--- config.mk ---
export PLATFORM = sky130hd
export DESIGN_NAME = crossroad_controller
export DESIGN_NICKNAME = d
export VERILOG_FILES = /design/src/rtl/crossroad_controller.sv
export SDC_FILE = /design/constraint.sdc
export NUM_CORES = 1
export LEC_CHECK = 0
export ABC_AREA = 1
export BUFFER_PORTS_ARGS = -buffer_cell sky130_fd_sc_hd__buf_4
export CAP_MARGIN = 20
export CORE_MARGIN = 8
export CORE_UTILIZATION = 50
export DETAILED_ROUTE_END_ITERATION = 8
export MAX_ROUTING_LAYER = met4
export PLACE_DENSITY_LB_ADDON = 0.12
export SETUP_SLACK_MARGIN = 0.4
export SLEW_MARGIN = 20
export SYNTH_ARGS = -nofsm -noshare
export SYNTH_HDL_FRONTEND = slang
export SYNTH_SLANG_ARGS = --single-unit
export TNS_END_PERCENT = 5
--- constraint.sdc ---
create_clock -name clk_50MHz -period 1.7 [get_ports clk_50MHz]
set_clock_uncertainty 0.05 [all_clocks]
set_input_delay 0.17 -clock clk_50MHz [delete_from_list [all_inputs] [get_ports clk_50MHz]]
set_output_delay 0.17 -clock clk_50MHz [all_outputs]
set_load 0.02 [all_outputs]
--- src/rtl/crossroad_controller.sv ---
// -----------------------------------------------------------------------------
// crossroad_controller
// Four-way crossroad traffic-light sequencer with a pedestrian walk phase.
// A free-running prescaler derives a one-second tick from clk_50MHz; a second
// counter times each phase in ticks. A pedestrian request latched at any time
// outside the walk phase is served after the next all-red clearance, after
// which the green that was due resumes.
//
// Optional feature: define TL_NIGHT_EN to add the 'night' input and the FLASH
// state (both lamps flashing yellow/off once per tick).
//
// Ports
//   clk_50MHz  in   sole clock, rising edge
//   res        in   synchronous active-low reset
//   ped_req    in   pedestrian button (level)
//   night      in   night-mode request (TL_NIGHT_EN only)
//   ns_light   out  [1:0] north-south lamp: 0 RED, 1 YELLOW, 2 GREEN, 3 OFF
//   ew_light   out  [1:0] east-west lamp, same encoding
//   walk       out  pedestrian walk lamp
//   ped_ack    out  one-clock pulse on entry to the walk phase
//   tick       out  one-clock pulse per second
//   phase      out  [2:0] current state code
// -----------------------------------------------------------------------------
module crossroad_controller #(
    parameter int CLK_DIV  = 50000000,
    parameter int T_GREEN  = 21,
    parameter int T_YELLOW = 3,
    parameter int T_ALLRED = 2,
    parameter int T_WALK   = 10
) (
    input  logic       clk_50MHz,
    input  logic       res,
    input  logic       ped_req,
`ifdef TL_NIGHT_EN
    input  logic       night,
`endif
    output logic [1:0] ns_light,
    output logic [1:0] ew_light,
    output logic       walk,
    output logic       ped_ack,
    output logic       tick,
    output logic [2:0] phase
);

    typedef enum logic [2:0] {
        ST_NS_GREEN  = 3'd0,
        ST_NS_YELLOW = 3'd1,
        ST_ALLRED_A  = 3'd2,
        ST_EW_GREEN  = 3'd3,
        ST_EW_YELLOW = 3'd4,
        ST_ALLRED_B  = 3'd5,
        ST_PED_WALK  = 3'd6
`ifdef TL_NIGHT_EN
        , ST_FLASH   = 3'd7
`endif
    } state_e;

    localparam logic [1:0] LAMP_RED    = 2'd0;
    localparam logic [1:0] LAMP_YELLOW = 2'd1;
    localparam logic [1:0] LAMP_GREEN  = 2'd2;
    localparam logic [1:0] LAMP_OFF    = 2'd3;

    localparam int PRE_W = $clog2(CLK_DIV);
    localparam int MAX_T0 = (T_GREEN > T_YELLOW) ? T_GREEN : T_YELLOW;
    localparam int MAX_T1 = (T_ALLRED > T_WALK) ? T_ALLRED : T_WALK;
    localparam int MAX_T2 = (MAX_T0 > MAX_T1) ? MAX_T0 : MAX_T1;
    // FLASH needs two counts even if every phase is one tick long
    localparam int MAX_T  = (MAX_T2 > 2) ? MAX_T2 : 2;
    localparam int SEC_W  = $clog2(MAX_T);

    localparam logic [PRE_W-1:0] PRE_MAX  = PRE_W'(CLK_DIV - 1);
    localparam logic [PRE_W-1:0] PRE_ONE  = PRE_W'(1'b1);
    localparam logic [PRE_W-1:0] PRE_ZERO = PRE_W'(1'b0);
    localparam logic [SEC_W-1:0] SEC_ONE  = SEC_W'(1'b1);
    localparam logic [SEC_W-1:0] SEC_ZERO = SEC_W'(1'b0);

    // Last sec_cnt value of each phase; FLASH (and any unused code) is two ticks.
    function automatic logic [SEC_W-1:0] len_m1(input state_e st);
        case (st)
            ST_NS_GREEN, ST_EW_GREEN:   len_m1 = SEC_W'(T_GREEN - 1);
            ST_NS_YELLOW, ST_EW_YELLOW: len_m1 = SEC_W'(T_YELLOW - 1);
            ST_ALLRED_A, ST_ALLRED_B:   len_m1 = SEC_W'(T_ALLRED - 1);
            ST_PED_WALK:                len_m1 = SEC_W'(T_WALK - 1);
            default:                    len_m1 = SEC_ONE;
        endcase
    endfunction

    // Lamp decode {ns, ew, walk}; anything unexpected shows all-red.
    function automatic logic [4:0] lamp_decode(input state_e st, input logic [SEC_W-1:0] sec);
        case (st)
            ST_NS_GREEN:  lamp_decode = {LAMP_GREEN,  LAMP_RED,    1'b0};
            ST_NS_YELLOW: lamp_decode = {LAMP_YELLOW, LAMP_RED,    1'b0};
            ST_EW_GREEN:  lamp_decode = {LAMP_RED,    LAMP_GREEN,  1'b0};
            ST_EW_YELLOW: lamp_decode = {LAMP_RED,    LAMP_YELLOW, 1'b0};
            ST_PED_WALK:  lamp_decode = {LAMP_RED,    LAMP_RED,    1'b1};
`ifdef TL_NIGHT_EN
            ST_FLASH:     lamp_decode = sec[0] ? {LAMP_OFF, LAMP_OFF, 1'b0}
                                               : {LAMP_YELLOW, LAMP_YELLOW, 1'b0};
`endif
            default:      lamp_decode = {LAMP_RED,    LAMP_RED,    1'b0};
        endcase
    endfunction

    logic [PRE_W-1:0] presc_q, presc_d;
    logic [SEC_W-1:0] sec_q, sec_d;
    state_e           state_q, state_d, nxt_s;
    logic             pend_q, pend_d;
    logic             dir_ew_q, dir_ew_d;   // 1: walk phase returns to EW_GREEN
    logic             tick_s, expire_s, pend_eff_s, ack_d;
    logic [4:0]       lamp_d;

    // Next-state, counters, pending-request latch and decoded next outputs.
    always_comb begin
        presc_d    = presc_q;
        sec_d      = sec_q;
        nxt_s      = state_q;
        state_d    = state_q;
        pend_d     = pend_q;
        dir_ew_d   = dir_ew_q;
        tick_s     = (presc_q == PRE_MAX);
        expire_s   = tick_s && (sec_q == len_m1(state_q));
        // a request arriving in the expiry cycle itself is served immediately
        pend_eff_s = pend_q | ped_req;

        if (tick_s) begin
            presc_d = PRE_ZERO;
        end else begin
            presc_d = presc_q + PRE_ONE;
        end

        if (expire_s) begin
            sec_d = SEC_ZERO;
        end else if (tick_s) begin
            sec_d = sec_q + SEC_ONE;
        end else begin
            sec_d = sec_q;
        end

        if (expire_s) begin
            case (state_q)
                ST_NS_GREEN:  nxt_s = ST_NS_YELLOW;
                ST_NS_YELLOW: nxt_s = ST_ALLRED_A;
                ST_ALLRED_A: begin
                    dir_ew_d = 1'b1;
                    nxt_s    = pend_eff_s ? ST_PED_WALK : ST_EW_GREEN;
                end
                ST_EW_GREEN:  nxt_s = ST_EW_YELLOW;
                ST_EW_YELLOW: nxt_s = ST_ALLRED_B;
                ST_ALLRED_B: begin
                    dir_ew_d = 1'b0;
                    nxt_s    = pend_eff_s ? ST_PED_WALK : ST_NS_GREEN;
                end
                ST_PED_WALK:  nxt_s = dir_ew_q ? ST_EW_GREEN : ST_NS_GREEN;
                default:      nxt_s = ST_ALLRED_B;
            endcase
        end else begin
            nxt_s = state_q;
        end

`ifdef TL_NIGHT_EN
        // night overrides every other successor choice at expiry
        state_d = (expire_s && night) ? ST_FLASH : nxt_s;
`else
        state_d = nxt_s;
`endif

        if (state_q == ST_PED_WALK) begin
            pend_d = pend_q;
        end else if (state_d == ST_PED_WALK) begin
            pend_d = 1'b0;
        end else if (ped_req) begin
            pend_d = 1'b1;
        end else begin
            pend_d = pend_q;
        end

        ack_d  = (state_d == ST_PED_WALK) && (state_q != ST_PED_WALK);
        lamp_d = lamp_decode(state_d, sec_d);
    end

    // Core state registers.
    always_ff @(posedge clk_50MHz) begin
        if (!res) begin
            presc_q  <= PRE_ZERO;
            sec_q    <= SEC_ZERO;
            state_q  <= ST_ALLRED_B;
            pend_q   <= 1'b0;
            dir_ew_q <= 1'b0;
        end else begin
            presc_q  <= presc_d;
            sec_q    <= sec_d;
            state_q  <= state_d;
            pend_q   <= pend_d;
            dir_ew_q <= dir_ew_d;
        end
    end

    // Output registers, loaded from next-state values so they align with the state.
    always_ff @(posedge clk_50MHz) begin
        if (!res) begin
            ns_light <= LAMP_RED;
            ew_light <= LAMP_RED;
            walk     <= 1'b0;
            ped_ack  <= 1'b0;
            tick     <= 1'b0;
            phase    <= ST_ALLRED_B;
        end else begin
            ns_light <= lamp_d[4:3];
            ew_light <= lamp_d[2:1];
            walk     <= lamp_d[0];
            ped_ack  <= ack_d;
            tick     <= (presc_d == PRE_MAX);
            phase    <= state_d;
        end
    end

endmodule

==> flow_metrics.env, run 1 <==
export IMPL_wl_um=6710
export IMPL_critical_path_max_stage_delay_ps=420
export IMPL_ys_ff_latch=43
export IMPL_diodes_inserted=0
export IMPL_report_final_hold_viol_count=0
export IMPL_finalCoreUtilization_pct=68.21
export IMPL_grt_overflow_total=0
export IMPL_postSynthAreaPerCell_um2=6.557
export IMPL_synth_seq_area_share_pct=33.58
export IMPL_max_slew_margin_rel_pct=80.43
export IMPL_first_pass_iters=4
export IMPL_report_final_setup_viol=8
export IMPL_htree_levels=2
export IMPL_worst_slew_pin_transition_ps=292.5
export IMPL_failed_checks="negative setup slack"
export IMPL_final_min_clock_period_ps=1736
export IMPL_timing_critical_path_fanout_max=5
export IMPL_fraction_of_layout_instances_using_a_drive_strength_above_1_pct=37.67
export IMPL_nNetsFinal=458
export IMPL_dominantRegCellSynth="sky130_fd_sc_hd__dfxtp_1"
export IMPL_clock_sink_count=43
export IMPL_place_detailed_instances=512
export IMPL_worst_setup_path_end_kind="flip-flop"
export IMPL_cts_inserted_buffers=5
export IMPL_dpl_hpwl_um=5029
export IMPL_num_rows=26
export IMPL_path_class="flip-flop to flip-flop"
export IMPL_worst_ir_drop_vdd_uv=388.4
export IMPL_gr_usage_all_layers_pct=18.47
export IMPL_required_ps=1870
export IMPL_power_per_cell_area_nw_per_um2=523.2
export IMPL_tritoncts_clock_tree="yes"
export IMPL_core_area_um2=5042
export IMPL_worst_path_dominant_cell_family="simple AND/OR/NAND/NOR gates"
export IMPL_multiInputGateArea_um2=1705
export IMPL_grt_start_max_net_pins=15
export IMPL_route_detailed_wl_per_inst_um=12.81
export IMPL_cp_arrival_ps=1900
export IMPL_floorplan_io_pins=13
export IMPL_initial_utilization_pct=50.84
export IMPL_crit_chain="nand2_1, nor2_1, nand2_1, nor2_4, nand2_4, nor2_4, nand3_2, nand2_2, nand2_4, nor3_2"
export IMPL_grt_first_pass_wirelength_um=10940
export IMPL_clk_path_buf_depth=2
export IMPL_drv_max_cap_violation_count=0
export IMPL_yosys_area_top_type="sky130_fd_sc_hd__dfxtp_1"
export IMPL_synth_enable_flop_cells=0
export IMPL_leakage_nw=1.557
export IMPL_drc=0
export IMPL_cts_root_buffer_cell="sky130_fd_sc_hd__clkbuf_8"
export IMPL_first_iter_violations=102
export IMPL_cts_hold_fix_buffers=0
export IMPL_synth_async_reset_ratio_pct=0
export IMPL_startpoint_kind_of_the_worst_setup_timing_path="flip-flop"
export IMPL_clkLatencyLatePin_ps=300
export IMPL_die_h_um=87.61
export IMPL_hold_class="input port to flip-flop"
export IMPL_detailroute_via_count=2613
export IMPL_critPathBufInv=0
export IMPL_run_status="finished with violations"
export IMPL_syn2layout_area_growth_pct=34.16
export IMPL_ant_nets=0
export IMPL_yosys_area_top_type_share_pct=33.58
export IMPL_mappedNetlistArea_um2=2564
export IMPL_grt_pass1_vias=2439
export IMPL_port_buffer_count=12
export IMPL_layout_cell_area_non_filler_um2=3440
export IMPL_timing_final_crit_share_pct=102.1
export IMPL_cell_at_the_slowest_stage_of_the_critical_path="sky130_fd_sc_hd__dfxtp_1"
export IMPL_filler_cell_count=431
export IMPL_syn_inst=391
export IMPL_timing_setup_tns_ps=-157.4
export IMPL_place_area_um2=3070
export IMPL_syn_nets=396
export IMPL_grt_setup_unrepaired="yes"
export IMPL_die_x_um=87.61
export IMPL_fmaxAchievable_mhz=576.0
export IMPL_synthTopCellsByArea="sky130_fd_sc_hd__dfxtp_1, sky130_fd_sc_hd__nand2_1, sky130_fd_sc_hd__nor2_1"
export IMPL_fin_total_pwr_w=0.001800
export IMPL_worst_setup_hold_path_clk_slew_ps=70
export IMPL_layout_area_seq_um2=897.1
export IMPL_final_worst_setup_slack_ps=-35.99
export IMPL_number_of_antenna_violations_at_the_first_check_in_global_routing=0
export IMPL_synth_distinct_cells=35
export IMPL_synth_cells_most_frequent="sky130_fd_sc_hd__nand2_1, sky130_fd_sc_hd__nor2_1, sky130_fd_sc_hd__dfxtp_1, sky130_fd_sc_hd__inv_1, sky130_fd_sc_hd__nand3_1"
export IMPL_yosys_cell_count_top_type="sky130_fd_sc_hd__nand2_1"
export IMPL_drv_slew=0
export IMPL_number_of_standard_cells_in_the_final_layout_excluding_fillers=524
export IMPL_synth_warning_count=0
export IMPL_place_gp_congestion=0.9179
export IMPL_drt_vias_per_instance=4.987
export IMPL_design_die_area_um2=7675
-- registers in the layout (all words and copies together) (netlist names), 2 cells and up --
name	flops
sec_q	5
phase	3
ns_light	2
ew_light	2
presc_q	26
-- timing repair --
action,in CTS,in global routing
gates resized for setup,31,41
setup buffers,3,1
pin swaps,14,25
endpoints found under the setup margin,40,40
-- cell families after synthesis --
group / count (synthesis) / share of synthesized area (%)
AND/OR/NAND/NOR: 269 / 50.46
buffers and inverters: 54 / 8.980
flip-flops: 43 / 33.58
AO/OA/AOI/OAI: 17 / 3.953
XOR/XNOR: 6 / 2.050
adder cells (fa/ha/maj): 2 / 0.9759
-- power breakdown --
part | internal, W | switching (W) | leakage (nW)
clock | 0.000371 | 0.000343 | 0.0515
combinational | 0.0000270 | 0.0000403 | 1.15
sequential | 0.00101 | 0.00000925 | 0.355
-- per-stage QoR --
step / hold slack (ps) / setup WS (ps)
CTS: 93.86 / -6.410
global placement: 387.0 / -94.45
global route: 98.63 / -172.1
floorplan: 216.5 / 129.9
finish: 102.7 / -35.99
detailed placement: 393.6 / -69.76
-- layer usage --
metal	wire length (um)	part of all wire (%)	up-vias	global-route usage, %
met5	0	0	-	-
met4	157	2.3	0	6.094
met3	223	3.3	17	3.752
met2	3337	50	49	31.47
met1	2991	45	1182	21.07
li1	-	-	1365	-
-- layout make-up --
| type | count | share of cell area [%] |
|---|---|---|
| repair buffers | 59 | 12.99 |
| clock buffers | 8 | 2.910 |
| multi-input cells | 294 | 49.58 |
| well taps | 70 | 2.546 |
| flip-flops and latches | 43 | 26.08 |
| inverters | 50 | 5.893 |
-- worst paths after layout --
path                    start          end  slack, ps  cells past startpoint
setup / recovery  presc_q[17]  ns_light[0]        -40                     10
hold / removal            res     phase[2]        100                      2
setup reg to reg  presc_q[17]  ns_light[0]        -40                     10
hold reg to reg   presc_q[11]  presc_q[11]        460                      2
-- cells in the final DEF, fill, tap and decap left out, types with 12 or more instances in the layout --
cell	instances
sky130_fd_sc_hd__dfxtp_1	26
sky130_fd_sc_hd__nand2_1	92
sky130_fd_sc_hd__nor2_1	61
sky130_fd_sc_hd__nor2_4	12
sky130_fd_sc_hd__inv_1	32
sky130_fd_sc_hd__buf_4	58
sky130_fd_sc_hd__nand3_1	31
(Power assumes the default switching activity.)
==> run 2, diff against run 1 <==
==> constraint.sdc (replaced) <==
create_clock -name clk_50MHz -period 1.7 [get_ports clk_50MHz]
set_clock_uncertainty 0.05 [all_clocks]
set_input_delay 0.51 -clock clk_50MHz [delete_from_list [all_inputs] [get_ports clk_50MHz]]
set_output_delay 0.51 -clock clk_50MHz [all_outputs]
set_load 0.02 [all_outputs]
==> flow_metrics.env, run 2 (synthesis gave the netlist of run 1 again) <==
export IMPL_run_status="finished with violations"
export IMPL_failed_checks="negative setup slack"
export IMPL_worst_ir_drop_vdd_uv=294.8
export IMPL_fmaxAchievable_mhz=576.4
export IMPL_die_h_um=87.61
export IMPL_power_frac_clock_pct=41.4
export IMPL_worstHoldStart="res"
export IMPL_detailroute_via_count=2577
export IMPL_htree_levels=2
export IMPL_fraction_of_layout_instances_using_a_drive_strength_above_1_pct=36.14
export IMPL_reg2regPathDepth=11
export IMPL_gr_usage_all_layers_pct=18.32
export IMPL_place_area_um2=3055
export IMPL_required_ps=1890
export IMPL_floorplan_io_pins=13
export IMPL_drt_vias_per_instance=4.946
export IMPL_first_iter_violations=108
export IMPL_biggestRegsByFlops="presc_q (26), sec_q (5), phase (3)"
export IMPL_most_common_layout_cells="sky130_fd_sc_hd__nand2_1, sky130_fd_sc_hd__nor2_1, sky130_fd_sc_hd__buf_4"
export IMPL_regToRegEndpoint="tick"
export IMPL_topRoutingLayerUsed="met4"
export IMPL_first_pass_iters=5
export IMPL_syn2layout_area_growth_pct=33.09
export IMPL_multiInputGateArea_um2=1658
export IMPL_cts_inserted_buffers=5
export IMPL_dpl_hpwl_um=5075
export IMPL_initial_utilization_pct=50.84
export IMPL_worst_slew_pin_transition_ps=284.4
export IMPL_power_switching_share_pct=21.02
export IMPL_worst_setup_hold_path_clk_slew_ps=80
export IMPL_max_flop_register="presc_q"
export IMPL_worstHoldEndpoint="phase[2]"
export IMPL_total_routed_wire_length_on_the_met1_layer_um=3025
export IMPL_clkLatencyLatePin_ps=300
export IMPL_drv_max_cap_violation_count=0
export IMPL_number_of_stages_on_the_worst_hold_path=2
export IMPL_grt_setup_unrepaired="yes"
export IMPL_route_detailed_wl_per_inst_um=12.65
export IMPL_layout_area_seq_um2=894.6
export IMPL_tritoncts_clock_tree="yes"
export IMPL_hold_class="input port to flip-flop"
export IMPL_leakage_nw=1.531
export IMPL_nNetsFinal=456
export IMPL_worst_setup_path_end_kind="flip-flop"
export IMPL_final_worst_setup_slack_ps=-34.90
export IMPL_wl_um=6589
export IMPL_final_min_clock_period_ps=1735
export IMPL_core_area_um2=5042
export IMPL_final_common_cell="sky130_fd_sc_hd__nand2_1"
export IMPL_timing_final_crit_share_pct=102.1
export IMPL_design_die_area_um2=7675
export IMPL_clk_path_buf_depth=2
export IMPL_setup_slack_of_the_worst_register_to_register_path_ps=-30
export IMPL_path_class="flip-flop to flip-flop"
export IMPL_cp_arrival_ps=1930
export IMPL_grt_pass1_vias=2370
export IMPL_grt_start_max_net_pins=15
export IMPL_detailroute_wirelength_met3_um=206
export IMPL_place_gp_congestion=0.9414
export IMPL_num_rows=26
export IMPL_port_buffer_count=12
export IMPL_max_slew_margin_rel_pct=80.97
export IMPL_startpoint_kind_of_the_worst_setup_timing_path="flip-flop"
export IMPL_ant_nets=0
export IMPL_diodes_inserted=0
export IMPL_layout_cell_area_non_filler_um2=3412
export IMPL_grt_first_pass_wirelength_um=10850
export IMPL_timing_critical_path_fanout_max=6
export IMPL_switchingPower_w=0.0003911
export IMPL_drc=0
export IMPL_power_per_cell_area_nw_per_um2=545.2
export IMPL_grt_overflow_total=0
export IMPL_report_final_setup_viol=3
export IMPL_die_x_um=87.61
export IMPL_cts_root_buffer_cell="sky130_fd_sc_hd__clkbuf_8"
export IMPL_p_comb_share_pct=3.8
export IMPL_share_seq_of_total_power_pct=54.7
export IMPL_clock_sink_count=43
export IMPL_report_final_hold_viol_count=0
export IMPL_number_of_antenna_violations_at_the_first_check_in_global_routing=0
export IMPL_met2RoutedLength_um=3319
export IMPL_filler_cell_count=441
export IMPL_finalCoreUtilization_pct=67.67
export IMPL_drv_slew=0
export IMPL_r2r_start="presc_q[1]"
export IMPL_largest_register_ff_count=26
export IMPL_cellInternalPower_w=0.001469
[run 2: worst max-delay path by stage]
stage	start	end	depth (start not counted)
CTS	presc_q[0]	tick	10
floorplan	presc_q[1]	pend_q	12
global route	presc_q[1]	tick	11
global placement	presc_q[14]	pend_q	9
detailed placement	presc_q[14]	pend_q	9
finish	presc_q[1]	tick	11
[run 2: timing repair]
item,CTS,global route
resized for setup,36,34
hold buffers,0,0
buffers inserted,2,2
setup endpoints to repair,49,50
pin swaps,17,22
[run 2: per-stage QoR]
step / hold slack [ps] / TNS, ps / setup slack [ps] / power, W / cells
after global placement: 454.6 / -321.0 / -63.51 / 0.001106 / 510
after detailed placement: 458.6 / -373.4 / -73.12 / 0.001108 / 510
final: 440.1 / -74.51 / -34.90 / 0.001860 / 521
after floorplan: 428.4 / 0 / 129.9 / 0.001080 / 391
after global routing: 439.3 / -994.1 / -183.0 / 0.001937 / 521
after CTS: 436.3 / -20.35 / -12.58 / 0.001878 / 519
[run 2: power by group through the flow]
stage	Clock (W)	Combinational [W]	Sequential [W]
3_5_place_dp	0	0.0000611	0.00105
3_3_place_gp	0	0.0000602	0.00105
2_1_floorplan	0	0.0000348	0.00105
4_1_cts	0.000791	0.0000657	0.00102
6_report	0.000770	0.0000716	0.00102
5_1_grt	0.000838	0.0000799	0.00102
[run 2: final cells by class]
type,count,area share [%]
Clock buffer,6,2.127
Clock inverter,1,0.8801
Inverter,50,5.867
Multi-Input combinational cell,294,48.59
Sequential cell,43,26.22
Tap cell,70,2.567
Timing Repair Buffer,57,13.75
[run 2: per-layer routing]
layer	GRT usage [%]	up-vias
met1	22.22	1178
met4	3.594	0
met2	30.92	43
met3	3.377	5
li1	-	1351
met5	-	-
[run 2: worst max-delay path: stages, from the launching register on]
cell                      delay (ps)
sky130_fd_sc_hd__dfxtp_2         370
sky130_fd_sc_hd__ha_4            180
sky130_fd_sc_hd__nand3_4          80
sky130_fd_sc_hd__nor2_4          200
sky130_fd_sc_hd__inv_1            90
sky130_fd_sc_hd__o21ai_1         200
sky130_fd_sc_hd__inv_1            60
sky130_fd_sc_hd__nor2_1          100
sky130_fd_sc_hd__nand3_1          90
sky130_fd_sc_hd__nor2_1          110
sky130_fd_sc_hd__nand3_1          70
sky130_fd_sc_hd__nor2_1           90
==> run 3, diff against run 2 <==
Settings changed: SETUP_SLACK_MARGIN 0.4 to 0.05.
==> flow_metrics.env, run 3 (synthesis gave the netlist of run 1 again) <==
export IMPL_diodes_inserted=0
export IMPL_power_frac_clock_pct=38.2
export IMPL_multiInputGateArea_um2=1668
export IMPL_route_detailed_wl_per_inst_um=12.56
export IMPL_max_flop_register="presc_q"
export IMPL_first_iter_violations=132
export IMPL_final_worst_setup_slack_ps=-33.76
export IMPL_most_common_layout_cells="sky130_fd_sc_hd__nand2_1, sky130_fd_sc_hd__buf_4, sky130_fd_sc_hd__nor2_1"
export IMPL_startpoint_kind_of_the_worst_setup_timing_path="flip-flop"
export IMPL_cell_at_the_slowest_stage_of_the_critical_path="sky130_fd_sc_hd__dfxtp_2"
export IMPL_nNetsFinal=469
export IMPL_die_x_um=87.61
export IMPL_clock_sink_count=43
export IMPL_hold_class="input port to flip-flop"
export IMPL_fraction_of_layout_instances_using_a_drive_strength_above_1_pct=39.14
export IMPL_share_seq_of_total_power_pct=57.5
export IMPL_clk_path_buf_depth=2
export IMPL_report_final_setup_viol=6
export IMPL_htree_levels=2
export IMPL_cts_root_buffer_cell="sky130_fd_sc_hd__clkbuf_8"
export IMPL_report_final_hold_viol_count=0
export IMPL_finalCoreUtilization_pct=68.73
export IMPL_crit_chain="ha_4, nand2_4, inv_4, nand3b_4, nor2_2, inv_2, nor2_4, nand4_1, nand2_4, inv_2, nor3_2"
export IMPL_fin_total_pwr_w=0.001778
export IMPL_grt_first_pass_wirelength_um=11340
export IMPL_run_status="finished with violations"
export IMPL_fmaxAchievable_mhz=576.8
export IMPL_detailroute_via_count=2643
export IMPL_initial_utilization_pct=50.84
export IMPL_cellInternalPower_w=0.001340
export IMPL_power_switching_share_pct=24.62
export IMPL_clkLatencyLatePin_ps=300
export IMPL_worst_ir_drop_vdd_uv=561.0
export IMPL_grt_pass1_vias=2575
export IMPL_wl_um=6719
export IMPL_switchingPower_w=0.0004376
export IMPL_number_of_antenna_violations_at_the_first_check_in_global_routing=0
export IMPL_drt_vias_per_instance=4.940
export IMPL_cts_inserted_buffers=5
export IMPL_worst_setup_hold_path_clk_slew_ps=90
export IMPL_max_slew_margin_rel_pct=80.14
export IMPL_syn2layout_area_growth_pct=35.19
export IMPL_grt_setup_unrepaired="yes"
export IMPL_ant_nets=0
export IMPL_layout_area_seq_um2=884.6
export IMPL_timing_final_crit_share_pct=102.0
export IMPL_final_min_clock_period_ps=1734
export IMPL_tritoncts_clock_tree="yes"
export IMPL_core_area_um2=5042
export IMPL_first_pass_iters=4
export IMPL_drc=0
export IMPL_cp_arrival_ps=1920
export IMPL_filler_cell_count=424
export IMPL_design_die_area_um2=7675
export IMPL_power_per_cell_area_nw_per_um2=512.9
export IMPL_place_gp_congestion=0.9454
export IMPL_worst_slew_pin_transition_ps=295.7
export IMPL_num_rows=26
export IMPL_timing_critical_path_fanout_max=6
export IMPL_path_class="flip-flop to flip-flop"
export IMPL_drv_max_cap_violation_count=0
export IMPL_grt_start_max_net_pins=16
export IMPL_final_common_cell="sky130_fd_sc_hd__nand2_1"
export IMPL_required_ps=1880
export IMPL_drv_slew=0
export IMPL_critical_path_max_stage_delay_ps=360
export IMPL_largest_register_ff_count=26
export IMPL_port_buffer_count=12
export IMPL_floorplan_io_pins=13
export IMPL_die_h_um=87.61
export IMPL_critPathBufInv=3
export IMPL_worst_path_dominant_cell_family="simple AND/OR/NAND/NOR gates"
export IMPL_biggestRegsByFlops="presc_q (26), sec_q (5), phase (3)"
export IMPL_grt_overflow_total=0
export IMPL_worst_setup_path_end_kind="flip-flop"
export IMPL_leakage_nw=1.594
export IMPL_cts_hold_fix_buffers=0
export IMPL_p_comb_share_pct=4.3
export IMPL_dpl_hpwl_um=5020
export IMPL_gr_usage_all_layers_pct=18.91
export IMPL_failed_checks="negative setup slack"
run 3: cell count changes in the layout (fill, tap and decap cells not counted), sizes merged:
cell / change
buf: +13
bufinv: -1
clkbuf: -1
clkinv: +1
clkinvlp: +1
inv: +1
run 3: what timing repair did:
item	in CTS	in global routing
pin swaps	17	23
setup buffers	1	3
setup endpoints to repair	25	26
gates resized for setup	35	41
run 3: worst paths after layout:
check | startpoint | to | slack, ps | cells after the start
min | res | phase[2] | 450 | 2
max reg2reg | presc_q[0] | ew_light[0] | -30 | 11
min reg2reg | presc_q[11] | presc_q[11] | 460 | 2
max | presc_q[0] | ew_light[0] | -30 | 11
run 3: final cells by class:
type                    count  share of cell area, %
flip-flops and latches     43                  25.52
well taps                  70                  2.527
inverters                  50                  5.740
clock inverters             3                 0.7220
repair buffers             70                  15.38
clock buffers               5                  1.986
multi-input cells         294                  48.12
run 3: power by group through the flow:
| stage | combinational (W) | clock [W] | sequential [W] |
|---|---|---|---|
| after floorplan | 0.0000323 | 0 | 0.00104 |
| after global placement | 0.0000644 | 0 | 0.00104 |
| after detailed placement | 0.0000651 | 0 | 0.00104 |
| after CTS | 0.0000721 | 0.000692 | 0.00102 |
| after global routing | 0.0000847 | 0.000739 | 0.00102 |
| final | 0.0000763 | 0.000680 | 0.00102 |
run 3: metal layers:
metal	up-vias	part of all wire (%)	GRT usage (%)
met5	-	0	-
met4	0	1.8	5.938
met3	14	2.8	2.251
met2	38	49	31.96
met1	1210	46	22.84
li1	1381	-	-
run 3: per-stage QoR:
stage | setup slack [ps] | setup TNS, ps | hold slack, ps | cells | cell area, um^2
after CTS | -66.84 | -234.4 | 434.8 | 532 | 3328
after detailed placement | -158.0 | -1342 | 466.0 | 523 | 3117
after global placement | -109.0 | -729.4 | 460.3 | 523 | 3117
after floorplan | 50.13 | 0 | 428.4 | 391 | 2567
final | -33.76 | -82.58 | 450.5 | 535 | 3466
after global routing | -122.7 | -1166 | 450.6 | 535 | 3466
run 3: worst register-to-register path: stages (launching register included):
cell	delay, ps
sky130_fd_sc_hd__dfxtp_2	360
sky130_fd_sc_hd__ha_4	170
sky130_fd_sc_hd__nand2_4	70
sky130_fd_sc_hd__inv_4	70
sky130_fd_sc_hd__nand3b_4	100
sky130_fd_sc_hd__nor2_2	130
sky130_fd_sc_hd__inv_2	50
sky130_fd_sc_hd__nor2_4	150
sky130_fd_sc_hd__nand4_1	170
sky130_fd_sc_hd__nand2_4	150
sky130_fd_sc_hd__inv_2	70
sky130_fd_sc_hd__nor3_2	140
